<file path="src/rtl/count_monitor_pkg.sv">
// Shared types and constants for the 4-bit counter observer.
package count_monitor_pkg;

  localparam int unsigned Q_W = 4;
  localparam logic [Q_W-1:0] Q_MAX = 4'hF;
  localparam logic [Q_W-1:0] Q_MIN = 4'h0;

  // Monitor FSM states.
  typedef enum logic [1:0] {
    S_INIT,
    S_RUN,
    S_STALL
  } state_e;

  // Classification of one counter sample against the previous one.
  typedef enum logic [1:0] {
    STEP_UP,
    STEP_DN,
    STEP_HOLD,
    STEP_ILLEGAL
  } step_e;

  // Modulo-16 neighbours of a counter value.
  function automatic logic [Q_W-1:0] q_inc(input logic [Q_W-1:0] v);
    return v + 4'd1;
  endfunction

  function automatic logic [Q_W-1:0] q_dec(input logic [Q_W-1:0] v);
    return v - 4'd1;
  endfunction

endpackage

</file>
<file path="src/rtl/count_step_classifier.sv">
// Combinational step classifier: compares a new counter sample with the
// previous sample and the direction the counter was in at that time.
module count_step_classifier
  import count_monitor_pkg::*;
(
  input  logic [Q_W-1:0] q,
  input  logic [Q_W-1:0] prev_q,
  input  logic           prev_mode,
  output step_e          step,
  output logic           wrap
);

  // Direction is judged by the mode that produced prev_q; a step against it is illegal.
  always_comb begin
    step = STEP_ILLEGAL;
    wrap = 1'b0;
    if (q == prev_q) begin
      step = STEP_HOLD;
    end else if (prev_mode && (q == q_inc(prev_q))) begin
      step = STEP_UP;
      wrap = (prev_q == Q_MAX);
    end else if (!prev_mode && (q == q_dec(prev_q))) begin
      step = STEP_DN;
      wrap = (prev_q == Q_MIN);
    end
  end

endmodule

</file>
<file path="src/rtl/count_monitor.sv">
// Passive observer for the 4-bit up/down counter: wrap pulses, saturating
// wrap tally, match detection, illegal-step and stall detection, sticky irq.
module count_monitor
  import count_monitor_pkg::*;
#(
  parameter int unsigned WRAP_W    = 8,
  parameter int unsigned STALL_LIM = 4
) (
  input  logic              clk,
  input  logic              reset_n,
  input  logic [Q_W-1:0]    q,
  input  logic              mode,
  input  logic [Q_W-1:0]    match_val,
  input  logic              match_en,
  input  logic              irq_clr,
  output logic              wrap_up,
  output logic              wrap_dn,
  output logic [WRAP_W-1:0] wrap_cnt,
  output logic              match_hit,
  output logic              seq_err,
  output logic              stalled,
  output logic              irq
);

  // Hold count at which a further hold declares a stall.
  localparam logic [3:0] HoldLim = 4'(STALL_LIM - 1);
  localparam logic [3:0] SameMax = 4'hF;

  state_e              state_q, state_d;
  logic [Q_W-1:0]      prev_q_q, prev_q_d;
  logic                prev_mode_q, prev_mode_d;
  logic [3:0]          same_cnt_q, same_cnt_d;
  logic                wrap_up_q, wrap_up_d;
  logic                wrap_dn_q, wrap_dn_d;
  logic [WRAP_W-1:0]   wrap_cnt_q, wrap_cnt_d;
  logic                match_hit_q, match_hit_d;
  logic                seq_err_q, seq_err_d;
  logic                stalled_q, stalled_d;
  logic                irq_q, irq_d;

  step_e               step;
  logic                step_wrap;
  logic                illegal;
  logic                match_now;

  count_step_classifier u_classifier (
    .q         (q),
    .prev_q    (prev_q_q),
    .prev_mode (prev_mode_q),
    .step      (step),
    .wrap      (step_wrap)
  );

  // FSM next state, history capture, hold run length and wrap pulses.
  always_comb begin
    state_d     = state_q;
    prev_q_d    = q;
    prev_mode_d = mode;
    same_cnt_d  = same_cnt_q;
    wrap_up_d   = 1'b0;
    wrap_dn_d   = 1'b0;
    illegal     = 1'b0;
    case (state_q)
      S_INIT: begin
        // Only captures history; a reset-induced jump on q is never judged.
        state_d    = S_RUN;
        same_cnt_d = '0;
      end
      S_RUN, S_STALL: begin
        if (step == STEP_HOLD) begin
          if (same_cnt_q != SameMax) begin
            same_cnt_d = same_cnt_q + 4'd1;
          end
          if ((state_q == S_RUN) && (same_cnt_q >= HoldLim)) begin
            state_d = S_STALL;
          end
        end else begin
          same_cnt_d = '0;
          state_d    = S_RUN;
          wrap_up_d  = (step == STEP_UP) && step_wrap;
          wrap_dn_d  = (step == STEP_DN) && step_wrap;
          illegal    = (step == STEP_ILLEGAL);
        end
      end
      default: begin
        state_d    = S_INIT;
        same_cnt_d = '0;
      end
    endcase
  end

  // Saturating wrap tally, sticky flags (set beats clear) and registered irq.
  always_comb begin
    wrap_cnt_d = wrap_cnt_q;
    if ((wrap_up_d || wrap_dn_d) && (wrap_cnt_q != {WRAP_W{1'b1}})) begin
      wrap_cnt_d = wrap_cnt_q + WRAP_W'(1);
    end
    match_now   = match_en && (q == match_val);
    match_hit_d = match_now || (match_hit_q && !irq_clr);
    seq_err_d   = illegal || (seq_err_q && !irq_clr);
    irq_d       = match_hit_d || seq_err_d;
    stalled_d   = (state_d == S_STALL);
  end

  // State and output registers with synchronous active-low reset.
  always_ff @(posedge clk) begin
    if (!reset_n) begin
      state_q     <= S_INIT;
      prev_q_q    <= '0;
      prev_mode_q <= 1'b0;
      same_cnt_q  <= '0;
      wrap_up_q   <= 1'b0;
      wrap_dn_q   <= 1'b0;
      wrap_cnt_q  <= '0;
      match_hit_q <= 1'b0;
      seq_err_q   <= 1'b0;
      stalled_q   <= 1'b0;
      irq_q       <= 1'b0;
    end else begin
      state_q     <= state_d;
      prev_q_q    <= prev_q_d;
      prev_mode_q <= prev_mode_d;
      same_cnt_q  <= same_cnt_d;
      wrap_up_q   <= wrap_up_d;
      wrap_dn_q   <= wrap_dn_d;
      wrap_cnt_q  <= wrap_cnt_d;
      match_hit_q <= match_hit_d;
      seq_err_q   <= seq_err_d;
      stalled_q   <= stalled_d;
      irq_q       <= irq_d;
    end
  end

  assign wrap_up   = wrap_up_q;
  assign wrap_dn   = wrap_dn_q;
  assign wrap_cnt  = wrap_cnt_q;
  assign match_hit = match_hit_q;
  assign seq_err   = seq_err_q;
  assign stalled   = stalled_q;
  assign irq       = irq_q;

endmodule

</file>
<file path="config.mk">
export PLATFORM = sky130hd
export DESIGN_NAME = count_monitor
export DESIGN_NICKNAME = d
export VERILOG_FILES = /design/src/rtl/count_monitor_pkg.sv /design/src/rtl/count_step_classifier.sv /design/src/rtl/count_monitor.sv
export SDC_FILE = /design/constraint.sdc
export NUM_CORES = 1
export LEC_CHECK = 0
export ABC_AREA = 1
export CAP_MARGIN = 10
export CORE_ASPECT_RATIO = 1.2
export CORE_MARGIN = 3
export CORE_UTILIZATION = 53
export CTS_CLUSTER_DIAMETER = 200
export DETAILED_ROUTE_END_ITERATION = 8
export DONT_BUFFER_PORTS = 1
export PLACE_DENSITY_LB_ADDON = 0.12
export SLEW_MARGIN = 20
export SYNTH_ARGS = -nofsm -noshare
export SYNTH_HDL_FRONTEND = slang
export SYNTH_SLANG_ARGS = --single-unit
</file>
<file path="constraint.sdc">
create_clock -name clk -period 3.9 [get_ports clk]
set_clock_uncertainty 0.1 [all_clocks]
set_input_delay 0.585 -clock clk [delete_from_list [all_inputs] [get_ports clk]]
set_output_delay 0.585 -clock clk [all_outputs]
set_load 0.005 [all_outputs]
</file>
* After elaboration in Yosys (flattened, before gate mapping)
Cells that the tools add are included.
Storage, ports and cells: output and inout port bits 14, input port bits 13, register bits 25
Cells by class: $lt $le $gt $ge 1, reduce and logical (&&, ||, !) cells 20, muxes and demuxes 15, add/sub/neg operators 4, eq/ne operators 13
Operators by type and width (count):
- == test 4 bit | 4
- two-way mux 2 bit | 5
- logical AND 1 bit | 9
- two-way mux 1 bit | 9
- adder 4 x 1 -> 4 bit (second input constant) | 2
- adder 8 x 1 -> 8 bit (second input constant) | 1
- == test 2 bit (second input constant) | 4
- != test 8 bit (second input constant) | 1
- == test 2 x 1 -> 1 bit (second input constant) | 2
- == test 4 bit (second input constant) | 1
- greater-or-equal comparator 4 x 2 -> 1 bit (second input constant) | 1
- zero test 2 bit | 2
- zero test 4 bit | 1
- logical OR 1 bit | 4
- != test 4 bit (second input constant) | 1
- case mux 2 bit (2 select lines) | 1
- subtractor 4 x 1 -> 4 bit (second input constant) | 1
- AND reduction 3 bit | 1
- zero test 1 bit | 2
- OR reduction 2 bit | 1

* Logic depth before layout (Yosys ltp)
depth in word-level cells 12, mapped depth 12, mapped depth without buffers 12

* Hierarchy
From an unflattened synthesis, not the netlist that was laid out.
Unflattened totals: cells, all modules 227, area, all modules 1502.7 µm²
By module, submodules not included:
- count_monitor | times used 1, area each 1161.1 µm², sequential area each 500.5 µm², cells each 157
- count_step_classifier | times used 1, area each 341.6 µm², sequential area each 0.0 µm², cells each 70

* Worst setup path before layout
No wires, ideal clock.
path type flip-flop to flip-flop, start point register prev_q_q[1], end point register wrap_cnt_q[7] (netlist: wrap_cnt[7]), stages on the path, launching flop included 13, period minus slack after synthesis 1730 ps, setup slack 2170 ps, library setup time 120 ps, arrival 1510 ps, cells stage by stage dfxtp_1 > inv_1 > ha_1 > inv_1 > nand2_1 > nand2_1 > nand3_2 > nor2_4 > nand4_4 > nand2_4 > nand2_4 > nand2_1 > a21oi_1
Between the ends: cells in the longest elaborated chain, start to end 12
Ends and longest elaborated chain:
- start, declared | line count_monitor.sv:30 | logic [Q_W-1:0] prev_q_q, prev_q_d;
- start signal, assigned | line count_monitor.sv:121 | prev_q_q <= prev_q_d;
- subtractor 4 x 1 -> 4 bit | line count_monitor_pkg.sv:29 | return v - 4'd1;
- == test 4 bit | line count_step_classifier.sv:22 | end else if (!prev_mode && (q == q_dec(prev_q))) begin
- logical AND 1 bit | line count_step_classifier.sv:22
- two-way mux 2 bit | line count_step_classifier.sv:22
- two-way mux 2 bit | line count_step_classifier.sv:19 | end else if (prev_mode && (q == q_inc(prev_q))) begin
- two-way mux 2 bit | line count_step_classifier.sv:17 | if (q == prev_q) begin
- == test 2 x 1 -> 1 bit / zero test 2 bit (equally long branches) | line count_monitor.sv:81, count_monitor.sv:80
- logical AND 1 bit, on equally long branches | line count_monitor.sv:81, count_monitor.sv:80
- two-way mux 1 bit | line count_monitor.sv:70 | if (step == STEP_HOLD) begin
- two-way mux 1 bit | line count_monitor.sv:63 | case (state_q)
- logical OR 1 bit (*) | line count_monitor.sv:95 | if ((wrap_up_d || wrap_dn_d) && (wrap_cnt_q != {WRAP_W{1'b1}})) begin
- logical AND 1 bit (*) | line count_monitor.sv:95
- end signal, assigned | line count_monitor.sv:126 | wrap_cnt_q <= wrap_cnt_d;
- end, declared | line count_monitor.sv:35 | logic [WRAP_W-1:0] wrap_cnt_q, wrap_cnt_d;
Every way passes the cells marked *; elsewhere a longest branch is shown, timed or not. A chain may end at the register's enable or synchronous reset.

* Worst setup path after layout
start point register prev_q_q[1], end point register wrap_cnt_q[5] (netlist: wrap_cnt[5])
Same word-level chain as after synthesis.

==> impl_metrics.csv <==
group,metric,value,unit
status,status,"finished, final reports clean",
sta,max_freq,510,MHz
synthesis,syn_inst,201,
layout,fin_nets,226,
worst_setup_path,endpoint,"wrap_cnt[5]",
global_route,use_met2,33.1,%
worst_setup_path,path_max_fanout,10,
global_route,grt_pass1_vias,1179,
pwr,ir_worst_vdd,0.195,mV
floorplan,coreArea,2600,um2
pwr,p_per_area,286,nW/um2
global_route,globalRoute.busiestLayer,"met2",
global_route,grt_pass1_wl,4.91,mm
pwr,seqPwrFrac,59.8,%
layout,final_common_cell,"nand2_1",
pwr,p_comb_share,12.8,%
synthesis,ys_types,29,
sta,hold_viol,0,
worst_setup_path,cp_data_required_time,4020,ps
layout,multi_input_area,858,um2
layout,fillers,256,
cts,h-tree-depth,1,
layout,layout_common_cells,"nand2_1 (50), inv_1 (28), dfxtp_1 (25), nand3_1 (15), a21oi_1 (10)",
layout,ff_latch_area,500,um2
job,drv_cap,0,
cts,clock_latency,320,ps
sta,max-slew-margin-rel,74.6,%
synthesis,synth.top_cell.area_share,33.5,%
global_route,grt_use_met3,3.26,%
global_route,grt_max_degree,16,
sta,worstMarginPinSlew,377,ps
sta,fin_crit_sh,50.3,%
synthesis,synth_seq_cells,25,
place,hpwlAfterDp,2.26,mm
place,gp_congestion,0.850,
worst_setup_path,r2r_slack,1940,ps
pwr,p_switching,0.000125,W
synthesis,synth_top_cell_by_area,"dfxtp_1",
cts,cts_setup_buffers,0,
pwr,leakagePower,0.769,nW
worst_setup_path,critPathLaunchType,"flop",
worst_hold_path,min-delay-path-class,"input pin to flop",
detailed_routing,vias,1229,
floorplan,rows,20,
worst_setup_path,reg2reg_from,"prev_q_q[1]",
cts,numClockSinks,25,
cts,clockBufferDepth,2,
sta,slew_viol_final,0,
global_route,antenna_found_initial,0,
floorplan,die_x,54.5,um
detailed_routing,drc_errors,0,
synthesis,syn_avg_cell_area,7.43,um2
cts,postCtsHoldBufs,0,
worst_setup_path,setup.worst_path.end_class,"flop",
global_route,grtUsageTotal,18.4,%
global_route,grt_overflow,0,
place,numPortBuffers,0,
sta,fin_tns_setup,0,ps
detailed_routing,drt_pass1_iterations,4,
cts,cts_tree,"yes",
pwr,sw_frac_of_total,28.0,%
detailed_routing,antenna_left,0,
sta,setup_viol,0,
layout,drive_gt1_share,16.2,%
global_route,use_met1,21.0,%
detailed_routing,wire_per_inst,11.8,um
synthesis,synthesis.nets,222,
worst_setup_path,critPathKind,"flop to flop",
sta,min_period,1960,ps
worst_setup_path,ff2ff_path_depth,12,
synthesis,netlist_area,1490,um2
pwr,power.internal,0.000322,W
worst_setup_path,startpoint,"prev_q_q[1]",
detailed_routing,viasPerCell,5.19,
floorplan,die-area,3490,um2
floorplan,die_y,64.2,um
sta,rsz0062_at_grt,"no",
floorplan,start_util,57.4,%
pwr,p_clk_share,27.4,%
floorplan,io_pins,27,
pwr,total_power,0.000447,W
synthesis,ys_warn_count,0,
cts,cts_resized,0,
worst_setup_path,cp.arrival,2080,ps
synthesis,yosys-top-cells-area,"dfxtp_1 (34%), nand2_1 (13%), inv_1 (7.0%), ha_1 (6.7%), nand3_1 (5.0%)",
detailed_routing,drtIter0Drc,24,
layout,num_antenna_cells,0,
cts,clkTransAtPathRegs,150,ps
synthesis,ys_seq_area_share,33.5,%
cts,root_buffer,"clkbuf_4",
worst_setup_path,r2r_end,"wrap_cnt[5]",
cts,cts-buffers-inserted,3,
layout,areaGrowthSynthToFinish,4.52,%
detailed_routing,totalWireLength,2.81,mm
[cells by family (layout without fill, tap and decap cells)]
kind of cell               after synthesis  after routing  share of synthesized area [%]
buffers and inverters                   36             39                           9.04
AOI/OAI and AO/OA                       18             18                           6.62
adders and majority gates                8              8                           6.70
xor gates and xnor gates                 9              9                           5.28
DFF                                     25             25                           33.5
and+or+nand+nor                        105            105                           38.9
[power by group through the flow]
stage	sequential (W)	combinational (W)	clock, W
floorplan	0.000272	0.0000502	0
global placement	0.000273	0.0000560	0
detailed placement	0.000273	0.0000579	0
CTS	0.000268	0.0000582	0.000124
global route	0.000268	0.0000665	0.000134
finish	0.000268	0.0000572	0.000122
[synth_stat cells]
library cell   n
a221oi_1       1
and2_1         2
nor2_4         2
nand2_1       50
dfxtp_1       25
or2_2          2
clkinv_1       1
nand3_1       15
nand4_4        2
nand2_4        3
nand3b_4       1
nor3b_1        1
nand3_2        4
nand4_1        2
nor2_1         9
o22ai_1        2
nand2_2        7
o21ai_0        3
nor3_2         2
nor4_1         1
nor3_1         2
inv_2          6
inv_1         28
ha_1           8
xnor2_1        2
a31oi_1        2
xor2_1         7
clkbuf_1       1
a21oi_1       10
[stage by stage]
stage	hold slack, ps	cell area [um2]	std cells	util (%)	setup slack (ps)
floorplan	378	1490	201	-	2170
global placement	396	1530	233	58.8	2010
detailed placement	397	1530	233	58.8	1980
CTS	234	1560	237	60.0	1950
global route	232	1560	237	60.0	1720
finish	239	1560	237	60.0	1940
[critical path, cell delays in order (launching register included)]
cell	delay, ps
dfxtp_1	420
inv_1	100
ha_1	310
inv_1	80
nand2_1	50
nand2_1	50
nand3_1	120
nor2_4	140
nand4_4	100
nand2_4	160
nand2_4	90
nand2_1	70
a21oi_1	70
[routing by layer]
layer,vias to the layer above,wire length (um)
met5,-,0
met4,0,31
met3,4,123
met2,32,1500
met1,550,1160
li1,643,-
[cell type report]
class / instances / area share (%)
Inverter: 35 / 8.41
Sequential cell: 25 / 32.1
Tap cell: 33 / 2.64
Clock inverter: 1 / 0.481
Multi-Input combinational cell: 140 / 55.0
Clock buffer: 3 / 1.44
[worst min-delay path by stage]
stage	start	to	slack [ps]	cells after the start
2_1_floorplan	same_cnt_q[1]	same_cnt_q[1]	380	2
3_3_place_gp	same_cnt_q[1]	same_cnt_q[1]	400	2
3_5_place_dp	same_cnt_q[1]	same_cnt_q[1]	400	2
4_1_cts	q[1]	prev_q_q[1]	230	2
5_1_grt	reset_n	prev_mode_q	230	2
6_report	q[1]	prev_q_q[1]	240	2
[sequential cells by signal (all words and copies together), names as in the netlist]
name	flops
prev_q_q	4
irq	1
state_q	2
stalled	1
wrap_dn	1
wrap_cnt	8
wrap_up	1
same_cnt_q	4
seq_err	1
prev_mode_q	1
match_hit	1
Power figures use the tool's default switching activity.
